`src/rtl/bcd_to_bin_serial_if.sv`:
```
// ============================================================================
// bcd_to_bin_serial_if
//   Start/done handshake and data bundle for the serial BCD-to-binary converter.
// Revision: 1.0
// ============================================================================
`timescale 1ns/1ps
`default_nettype none

interface bcd_to_bin_serial_if #(
  parameter int DIGITS = 2,
  parameter int BIN_W  = 7
);
  logic                  start;
  logic [4*DIGITS-1:0]   bcd_in;
  logic                  busy;
  logic                  done;
  logic                  err;
  logic [BIN_W-1:0]      bin_out;

  modport master (
    output start, bcd_in,
    input  busy, done, err, bin_out
  );

  modport slave (
    input  start, bcd_in,
    output busy, done, err, bin_out
  );
endinterface

`default_nettype wire

```
`src/rtl/bcd_to_bin_serial.sv`:
```
// ============================================================================
// bcd_to_bin_serial
//   Packed BCD to binary by reverse double-dabble: one shift-right/subtract-3 per clock.
// Revision: 1.0
// ============================================================================
`timescale 1ns/1ps
`default_nettype none

module bcd_to_bin_serial #(
  parameter int DIGITS = 2,
  parameter int BIN_W  = 7
) (
  input  wire                    Clock,
  input  wire                    Reset,
  bcd_to_bin_serial_if.slave     bus
);

  localparam int SR_W  = 4*DIGITS + BIN_W;
  localparam int CNT_W = $clog2(BIN_W + 1);

  typedef enum logic [1:0] {
    IDLE  = 2'd0,
    SHIFT = 2'd1,
    DONE  = 2'd2
  } state_t;

  state_t              state;
  logic [SR_W-1:0]     sr;
  logic [CNT_W-1:0]    count;
  logic                err_next;

  logic [SR_W-1:0]     sr_shifted;
  logic                bad_digit;

  // Shift first, then pull each decimal field back by 3 if the incoming bit made it >= 8.
  always_comb begin
    sr_shifted = sr >> 1;
    for (int d = 0; d < DIGITS; d++) begin
      if (sr_shifted[BIN_W + 4*d +: 4] >= 4'd8)
        sr_shifted[BIN_W + 4*d +: 4] = sr_shifted[BIN_W + 4*d +: 4] - 4'd3;
    end
  end

  always_comb begin
    bad_digit = 1'b0;
    for (int d = 0; d < DIGITS; d++) begin
      if (bus.bcd_in[4*d +: 4] > 4'd9)
        bad_digit = 1'b1;
    end
  end

  always_ff @(posedge Clock or posedge Reset) begin
    if (Reset) begin
      state       <= IDLE;
      sr          <= '0;
      count       <= '0;
      err_next    <= 1'b0;
      bus.busy    <= 1'b0;
      bus.done    <= 1'b0;
      bus.err     <= 1'b0;
      bus.bin_out <= '0;
    end else begin
      bus.done <= 1'b0;
      case (state)
        IDLE: begin
          if (bus.start) begin
            bus.busy <= 1'b1;
            if (bad_digit) begin
              err_next <= 1'b1;
              sr       <= '0;
              state    <= DONE;
            end else begin
              err_next <= 1'b0;
              sr       <= {bus.bcd_in, {BIN_W{1'b0}}};
              count    <= CNT_W'(BIN_W);
              state    <= SHIFT;
            end
          end
        end

        SHIFT: begin
          sr    <= sr_shifted;
          count <= count - CNT_W'(1);
          if (count == CNT_W'(1))
            state <= DONE;
        end

        DONE: begin
          bus.done    <= 1'b1;
          bus.err     <= err_next;
          bus.bin_out <= err_next ? '0 : sr[BIN_W-1:0];
          bus.busy    <= 1'b0;
          state       <= IDLE;
        end

        default: begin
          state    <= IDLE;
          bus.busy <= 1'b0;
        end
      endcase
    end
  end

endmodule

`default_nettype wire

```
`src/flat_wrapper.sv`:
```
// flat-port wrapper written by rule: the top's interface ports become plain ports
module bcd_to_bin_serial_flat 
#(
  parameter int DIGITS = 2,
  parameter int BIN_W  = 7
)
  (Clock, Reset, bus_start, bus_bcd_in, bus_busy, bus_done, bus_err, bus_bin_out);
  bcd_to_bin_serial_if #(.DIGITS(DIGITS), .BIN_W(BIN_W)) bus_i ();
  input  wire Clock;
  input  wire Reset;
  input wire logic [$bits(bus_i.start)-1:0] bus_start;
  input wire logic [$bits(bus_i.bcd_in)-1:0] bus_bcd_in;
  output wire logic [$bits(bus_i.busy)-1:0] bus_busy;
  output wire logic [$bits(bus_i.done)-1:0] bus_done;
  output wire logic [$bits(bus_i.err)-1:0] bus_err;
  output wire logic [$bits(bus_i.bin_out)-1:0] bus_bin_out;
  assign bus_i.start = bus_start;
  assign bus_i.bcd_in = bus_bcd_in;
  assign bus_busy = bus_i.busy;
  assign bus_done = bus_i.done;
  assign bus_err = bus_i.err;
  assign bus_bin_out = bus_i.bin_out;
  bcd_to_bin_serial #(.DIGITS(DIGITS), .BIN_W(BIN_W)) u_core (.Clock(Clock), .Reset(Reset), .bus(bus_i));
endmodule
```
`config.mk`:
```
export PLATFORM = sky130hd
export DESIGN_NAME = bcd_to_bin_serial_flat
export DESIGN_NICKNAME = d
export VERILOG_FILES = /design/src/rtl/bcd_to_bin_serial_if.sv /design/src/rtl/bcd_to_bin_serial.sv /design/src/flat_wrapper.sv
export SDC_FILE = /design/constraint.sdc
export NUM_CORES = 1
export LEC_CHECK = 0
export ABC_AREA = 1
export BUFFER_PORTS_ARGS = -buffer_cell sky130_fd_sc_hd__buf_2
export CORE_MARGIN = 4
export CORE_UTILIZATION = 55
export CTS_CLUSTER_DIAMETER = 150
export DETAILED_ROUTE_END_ITERATION = 12
export GPL_TIMING_DRIVEN = 0
export PLACE_DENSITY = 0.77
export SYNTH_ARGS = -nofsm -noshare
export SYNTH_HDL_FRONTEND = slang
export SYNTH_SLANG_ARGS = --single-unit
```
`constraint.sdc`:
```
create_clock -name Clock -period 1.4 [get_ports Clock]
set_input_delay 0.21 -clock Clock [delete_from_list [all_inputs] [get_ports Clock]]
set_output_delay 0.21 -clock Clock [all_outputs]
set_load 0.05 [all_outputs]
```
* Word-level counts from Yosys, hierarchy flattened
Index checks and enable logic that the tools add are counted.
** Word-level totals
- Register bits :: 31
** Operators by class
- Bitwise logic cells :: 1
- Muxes and demuxes :: 19
- Equal/unequal tests :: 6
- Reduce and logical (&&, ||, !) cells :: 7
- Order comparisons :: 4
- Add/subtract/negate cells :: 3
** Operator list (count)
- $mux 15 :: 2
- $pmux 15 s2 :: 1
- $gt 4x4->1 const B :: 2
- $mux 4 :: 2
- $reduce_and 2->1 :: 4
- $mux 7 :: 1
- $mux 2 :: 3
- $mux 3 :: 2
- $pmux 3 s2 :: 1
- $mux 1 :: 5
- $ge 3x4->1 const B :: 1
- $ge 4x4->1 const B :: 1
- $ne 2x2->1 const B :: 2
- $pmux 2 s2 :: 1
- $sub 3x2->4 const B :: 1
- $sub 4x2->4 const B :: 1
- $eq 3x1->1 const B :: 1
- $reduce_and 3->1 :: 1
- $sub 3x1->3 const B :: 1
- $eq 2x1->1 const B :: 1
- $eq 2x2->1 const B :: 1
- $logic_not 2->1 :: 1
- $ne 2x1->1 const B :: 1
- $pmux 1 s2 :: 1
- other kinds (2) :: 2

* Logic depth before layout (Yosys ltp)
Gate-level depths: netlist (run 1).
- Word-level depth :: 6
- Depth in mapped cells :: 6

* Worst setup path after synthesis (run 1)
No wires, ideal clock.
- Path type :: reg-to-reg
- Start point :: register u_core.state[0]
- End point :: register u_core.count[0]
- Slack :: 0.210 ns
- Cell stages (with the launch flop) :: 6
- Data arrival time :: 1.074 ns
- Buffers on the path :: 1
- Period minus slack after synthesis :: 1.190 ns
- Setup time :: 0.117 ns
- Required time :: 1.283 ns
- Cells stage by stage :: dfrtp_1 > o21ai_4 > inv_2 > buf_4 > nand3_1 > nand2_1
** On the way
- Cells in the longest elaborated chain, start to end :: 3
** Ends and longest elaborated chain
- from (decl) :: line bcd_to_bin_serial.sv:27 : state_t state;
- from (signal assigned) :: line bcd_to_bin_serial.sv:54 : state <= IDLE;
- from (signal assigned) :: line bcd_to_bin_serial.sv:71 : state <= DONE;
- from (signal assigned) :: line bcd_to_bin_serial.sv:76 : state <= SHIFT;
- $logic_not 2->1 / $eq 2x1->1 (equally long branches) :: line bcd_to_bin_serial.sv:64 : case (state)
- $ne 2x2->1 (no line) / $reduce_bool 2->1 (equally long branches)
- $reduce_and 3->1 (no line)
- to (signal assigned) :: line bcd_to_bin_serial.sv:75 : count <= CNT_W'(BIN_W);
- to (signal assigned) :: line bcd_to_bin_serial.sv:83 : count <= count - CNT_W'(1);
- to (decl) :: line bcd_to_bin_serial.sv:29 : logic [CNT_W-1:0] count;
Several ways; a longest one is shown, not always the timed one.
A chain may end at the register's enable or synchronous reset.

* Final worst setup path (run 1)
Ends and elaborated chain as after synthesis.

==> flow_metrics.env, run 1 <==
export IMPL_crit_end="u_core.count[0]"
export IMPL_start_util=0.575
export IMPL_ys_seq_area_frac=0.544
export IMPL_drt_first_pass_iters=4
export IMPL_syn_area_sq_um=1430
export IMPL_cp_slowest_cell="dfrtp_1"
export IMPL_ctsHoldBuffers=0
export IMPL_die_area_sq_um=3470
export IMPL_clock_skew_ns=0.0103
export IMPL_core_area_sq_um=2480
export IMPL_area_growth_pct=15.4
export IMPL_hp_class="primary input to register"
export IMPL_post_route_period_util=0.920
export IMPL_die_x_um=58.9
export IMPL_rsz0062_at_grt="false"
export IMPL_rows=18
export IMPL_cap_violations=0
export IMPL_end_kind="register"
export IMPL_worst_ep_arrival_time_ns=1.53
export IMPL_path_delay_family="flip-flops"
export IMPL_critical_path_buf_inv_count=2
export IMPL_path_cells="o21ai_4, inv_2, buf_4, nand3_1, nand2_1"
export IMPL_path_class="register to register"
export IMPL_hold_viol_final=0
export IMPL_io_pin_count=21
export IMPL_critPathMaxFanout=10
export IMPL_place_gp_congestion=0.747
export IMPL_synthCells=159
export IMPL_overflow=0
export IMPL_ir_worst_vdd_uv=1100
export IMPL_grt_max_degree=32
export IMPL_critPathRequiredTime_ns=1.64
export IMPL_crit_start="u_core.state[0]"
export IMPL_clk_latency_ns=0.34
export IMPL_root_buffer="clkbuf_4"
export IMPL_antenna_found_initial=0
export IMPL_fin_util=0.664
export IMPL_grt_pass1_wl_um=4740
export IMPL_vias=1181
export IMPL_cpPeakStageDelay_ns=0.48
export IMPL_wl_per_cell_um=13.4
export IMPL_routed_top_layer="met4"
export IMPL_slew_violations=0
export IMPL_cts_tree="built"
export IMPL_setup_viol=0
export IMPL_vias_per_cell=5.37
export IMPL_finalSetupTns_ns=0
export IMPL_p_per_area_nw_per_um2=2040
export IMPL_setup_ws_ns=0.112
export IMPL_dp_hpwl_um=2120
export IMPL_timing_final_crit_period_ns=1.29
export IMPL_avgSynthCellArea_sq_um=8.96
export IMPL_clockBufferDepth=2
export IMPL_whs_ns=0.0918
export IMPL_crit_cells=5
export IMPL_syn_nets=174
export IMPL_ys_types=22
export IMPL_dr_wl_met3_um=199
export IMPL_grt_pass1_vias=1146
export IMPL_r2r_end="u_core.count[0]"
export IMPL_worstReg2RegStart="u_core.state[0]"
export IMPL_drt_iter0_drc=91
export IMPL_synth_seq_cells=31
export IMPL_port_buffers=20
export IMPL_clk_pin_slew_worst_paths_ns=0.11
export IMPL_wirelength_um=2960
export IMPL_ant_nets=0
export IMPL_drcViolationCount=0
export IMPL_slew_headroom=0.241
export IMPL_tightest_slew_ns=1.14
export IMPL_status="finished clean"
export IMPL_wl_met2_um=1390
export IMPL_yosys_warnings=0
export IMPL_ff2ff_path_depth=5
export IMPL_wl_met1_um=1280
export IMPL_antenna_cells=0
export IMPL_cts_buffers=5
export IMPL_grt_total_usage=0.188
export IMPL_cts_htree_levels=2
export IMPL_max_freq_ghz=0.776
export IMPL_p_leak_nw=0.851
export IMPL_die_y_um=58.9
export IMPL_startpoint_type="register"
export IMPL_clock_sinks=31
export IMPL_timing_reg2reg_setup_slack_ns=0.11
export IMPL_dpl_worst_slack_ns=0.0647
export IMPL_nets=204
export IMPL_drive_gt1_frac=0.216
-- where the power goes --
part | total [mW] | internal [mW] | switching [mW]
registers | 1.38 | 1.17 | 0.212
clock network | 0.527 | 0.194 | 0.333
logic | 1.44 | 0.491 | 0.954
total | 3.35 | 1.85 | 1.50
-- layer usage --
layer / track usage / vias to the layer above
li1: - / 574
met1: 0.208 / 557
met2: 0.304 / 38
met3: 0.0702 / 12
met4: 0.117 / 0
met5: 0 / -
-- how the worst min path moves through the flow --
stage | startpoint | endpoint | cells after the start
after floorplan | Reset | u_core.bus.bin_out[0] | 1
after global placement | bus_bcd_in[7] | u_core.sr[14] | 3
after detailed placement | bus_bcd_in[7] | u_core.sr[14] | 3
after CTS | bus_bcd_in[4] | u_core.sr[11] | 3
after global routing | bus_bcd_in[7] | u_core.sr[14] | 3
final | bus_bcd_in[7] | u_core.sr[14] | 3
-- area by class of cell --
class | count | area (sq um)
plain buffers | 3 | 30.0
clock buffers | 6 | 41.3
clock inverters | 2 | 12.5
fillers | 220 | 833
inverters | 23 | 86.3
multi-input cells | 102 | 538
flip-flops and latches | 31 | 776
well taps | 30 | 37.5
repair buffers | 23 | 123
-- flip-flops by register name, indices dropped and copies added (netlist names) --
name / cells
u_core.sr: 15
u_core.count: 3
u_core.state: 2
u_core.bus.err: 1
u_core.bus.bin_out: 7
u_core.bus.done: 1
u_core.bus.busy: 1
u_core.err_next: 1
-- cell usage after synthesis, drive strengths merged --
cell | number | area share
nand2 | 45 | 0.12
dfrtp | 31 | 0.54
inv | 23 | 0.061
o21ai | 13 | 0.054
nand3 | 11 | 0.039
nor2 | 8 | 0.033
o22ai | 7 | 0.031
a21oi | 6 | 0.021
ha | 4 | 0.035
a22oi | 3 | 0.016
buf | 3 | 0.021
a21boi | 1 | 0.0053
nand3b | 1 | 0.0053
o21a | 1 | 0.0053
o21bai | 1 | 0.0053
xnor2 | 1 | 0.0061
-- timing repair --
action | CTS | global route
resized for setup | 0 | 2
setup endpoints to repair | 0 | 9
buffers inserted | 0 | 3
endpoints found under the hold margin | 0 | 0
-- per-stage QoR --
stage                     cell area [sq um]  power [mW]  cells
final                                  1640        3.35    220
after floorplan                        1430        2.43    159
after global placement                 1560        2.69    209
after global routing                   1640        3.58    220
after CTS                              1620        3.31    217
after detailed placement               1560        2.78    209
-- tightest hold or removal path: stages --
cell and delay, ns:
buf_2 0.09, nand2_1 0.05, nand2_1 0.05
-- cell usage in the layout, fill, tap and decap left out, types with 2 or more instances in the layout --
cell and instances:
buf_2 20, ha_1 4, nand2_1 45, o21ai_0 7, buf_4 4, clkbuf_4 5, nand3_1 11, o21ai_1 5
dfrtp_1 31, a21oi_1 6, nor2_1 5, buf_6 2, nor2_4 3, inv_1 19, o22ai_1 7, a22oi_1 3
inv_2 4
-- cells by family after synthesis --
kind of cell    count (synthesis)  share of synthesized area
compound gates                 32                      0.137
xor+xnor                        1                    0.00615
fa+ha+maj                       4                     0.0351
buf+inv                        26                     0.0816
flops                          31                      0.544
simple gates                   65                      0.196
(Power assumes the default switching activity.)
==> run 2, diff against run 1 <==
--- a/config.mk
+++ b/config.mk
@@ -7,12 +7,14 @@
 export LEC_CHECK = 0
 export ABC_AREA = 1
 export BUFFER_PORTS_ARGS = -buffer_cell sky130_fd_sc_hd__buf_2
+export CELL_PAD_IN_SITES_DETAIL_PLACEMENT = 0
+export CELL_PAD_IN_SITES_GLOBAL_PLACEMENT = 1
 export CORE_MARGIN = 4
-export CORE_UTILIZATION = 55
+export CORE_UTILIZATION = 42
 export CTS_CLUSTER_DIAMETER = 150
 export DETAILED_ROUTE_END_ITERATION = 12
 export GPL_TIMING_DRIVEN = 0
-export PLACE_DENSITY = 0.77
+export PLACE_DENSITY_LB_ADDON = 0.1
 export SYNTH_ARGS = -nofsm -noshare
 export SYNTH_HDL_FRONTEND = slang
 export SYNTH_SLANG_ARGS = --single-unit
==> flow_metrics.env, run 2 (synthesis gave the netlist of run 1 again) <==
export IMPL_rows=20
export IMPL_vias=1134
export IMPL_die_y_um=66.3
export IMPL_tightest_slew_ns=1.17
export IMPL_antenna_found_initial=0
export IMPL_start_util=0.452
export IMPL_dp_hpwl_um=2030
export IMPL_worstReg2RegStart="u_core.state[1]"
export IMPL_ant_nets=0
export IMPL_die_x_um=66.3
export IMPL_grt_pass1_vias=1103
export IMPL_overflow=0
export IMPL_path_delay_family="buffers and inverters"
export IMPL_finalSetupTns_ns=0
export IMPL_max_freq_ghz=0.778
export IMPL_path_class="register to register"
export IMPL_hp_class="primary input to register"
export IMPL_fin_util=0.526
export IMPL_clk_latency_ns=0.33
export IMPL_drive_gt1_frac=0.212
export IMPL_io_pin_count=21
export IMPL_root_buffer="clkbuf_4"
export IMPL_ir_worst_vdd_uv=826
export IMPL_cts_htree_levels=2
export IMPL_grt_max_degree=32
export IMPL_grt_pass1_wl_um=4950
export IMPL_port_buffers=20
export IMPL_core_area_sq_um=3150
export IMPL_slew_violations=0
export IMPL_post_route_period_util=0.918
export IMPL_drt_first_pass_iters=6
export IMPL_final_common_cell="nand2_1"
export IMPL_startpoint_type="register"
export IMPL_cap_violations=0
export IMPL_clock_sinks=31
export IMPL_slew_headroom=0.220
export IMPL_area_growth_pct=16.3
export IMPL_cpPeakStageDelay_ns=0.43
export IMPL_dpl_worst_slack_ns=0.0272
export IMPL_die_area_sq_um=4390
export IMPL_critPathRequiredTime_ns=1.68
export IMPL_wl_per_cell_um=12.1
export IMPL_setup_viol=0
export IMPL_final_cell_mix="nand2_1 (45), dfrtp_1 (31), inv_1 (20), buf_2 (20), nand3_1 (11)"
export IMPL_wirelength_um=2810
export IMPL_vias_per_cell=4.87
export IMPL_cp_slowest_cell="dfrtp_1"
export IMPL_antenna_cells=0
export IMPL_clockBufferDepth=2
export IMPL_dpl_cell_count=223
export IMPL_drcViolationCount=0
export IMPL_place_gp_congestion=0.764
export IMPL_p_per_area_nw_per_um2=1980
export IMPL_critPathMaxFanout=10
export IMPL_final_cells=233
export IMPL_worst_ep_arrival_time_ns=1.56
export IMPL_ctsHoldBuffers=0
export IMPL_total_power_mw=3.28
export IMPL_top_register="u_core.sr"
export IMPL_grt_total_usage=0.153
export IMPL_p_leak_nw=0.846
export IMPL_hold_viol_final=0
export IMPL_status="finished clean"
export IMPL_top_regs="u_core.sr: 15 flops, u_core.bus.bin_out: 7 flops, u_core.count: 3 flops"
export IMPL_setup_ws_ns=0.115
export IMPL_drt_iter0_drc=51
export IMPL_hold_start="bus_bcd_in[4]"
export IMPL_cts_buffers=5
export IMPL_cts_tree="built"
export IMPL_path_cells="inv_1, o21ai_4, inv_2, buf_4, nand3_1, nand2_1"
export IMPL_crit_start="u_core.state[1]"
export IMPL_end_kind="register"
export IMPL_clock_skew_ns=0.00730
export IMPL_nets=203
export IMPL_rsz0062_at_grt="false"
export IMPL_critical_path_buf_inv_count=3
export IMPL_largest_reg_flops=15
export IMPL_clk_pin_slew_worst_paths_ns=0.10
export IMPL_timing_final_crit_period_ns=1.28
[run 2: cell count changes in the layout (fill, tap and decap cells not counted)]
cell,before,now
clkbuf_1,1,0
buf_4,4,3
clkinvlp_4,1,2
inv_1,19,20
inv_2,4,3
[run 2: final cells by class]
type	count	area, sq um
fillers	328	1500
flip-flops and latches	31	776
multi-input cells	102	538
repair buffers	22	115
inverters	23	86.3
well taps	44	55.1
clock buffers	5	37.5
plain buffers	3	30.0
clock inverters	3	20.0
[run 2: per-stage QoR]
step / area (sq um) / hold WS [ns]
floorplan: 1430 / 0.314
global placement: 1580 / 0.420
detailed placement: 1580 / 0.440
CTS: 1640 / 0.0822
global route: 1660 / 0.0888
finish: 1660 / 0.0898
[run 2: final timing paths]
kind | endpoint | slack [ns] | depth (start not counted)
max | u_core.count[0] | 0.12 | 6
min | u_core.sr[11] | 0.09 | 3
max reg2reg | u_core.count[0] | 0.12 | 6
min reg2reg | u_core.count[1] | 0.49 | 2
max in group asynchronous | u_core.count[0] | 0.54 | 2
min in group asynchronous | u_core.state[0] | 0.17 | 2
[run 2: timing repair]
item	4_1_cts	5_1_grt
setup buffers	0	2
gates resized for setup	0	1
endpoints found under the setup margin	0	14
[run 2: layer usage]
| metal | track usage | share of wire | up-vias |
|---|---|---|---|
| li1 | - | - | 576 |
| met1 | 0.194 | 0.49 | 534 |
| met2 | 0.235 | 0.44 | 20 |
| met3 | 0.0578 | 0.053 | 4 |
| met4 | 0.0533 | 0.012 | 0 |
| met5 | 0 | 0 | - |
[run 2: worst reg2reg max path, cell delays in order, from the launching register on]
cell and delay (ns):
dfrtp_1 0.43, inv_1 0.19, o21ai_4 0.13, inv_2 0.11, buf_4 0.18, nand3_1 0.10, nand2_1 0.08
[run 2: report_power, final]
group	internal (mW)	switching, mW	total, mW
sequential	1.17	0.199	1.37
combinational	0.472	0.920	1.39
clock	0.191	0.328	0.519
total	1.83	1.45	3.28
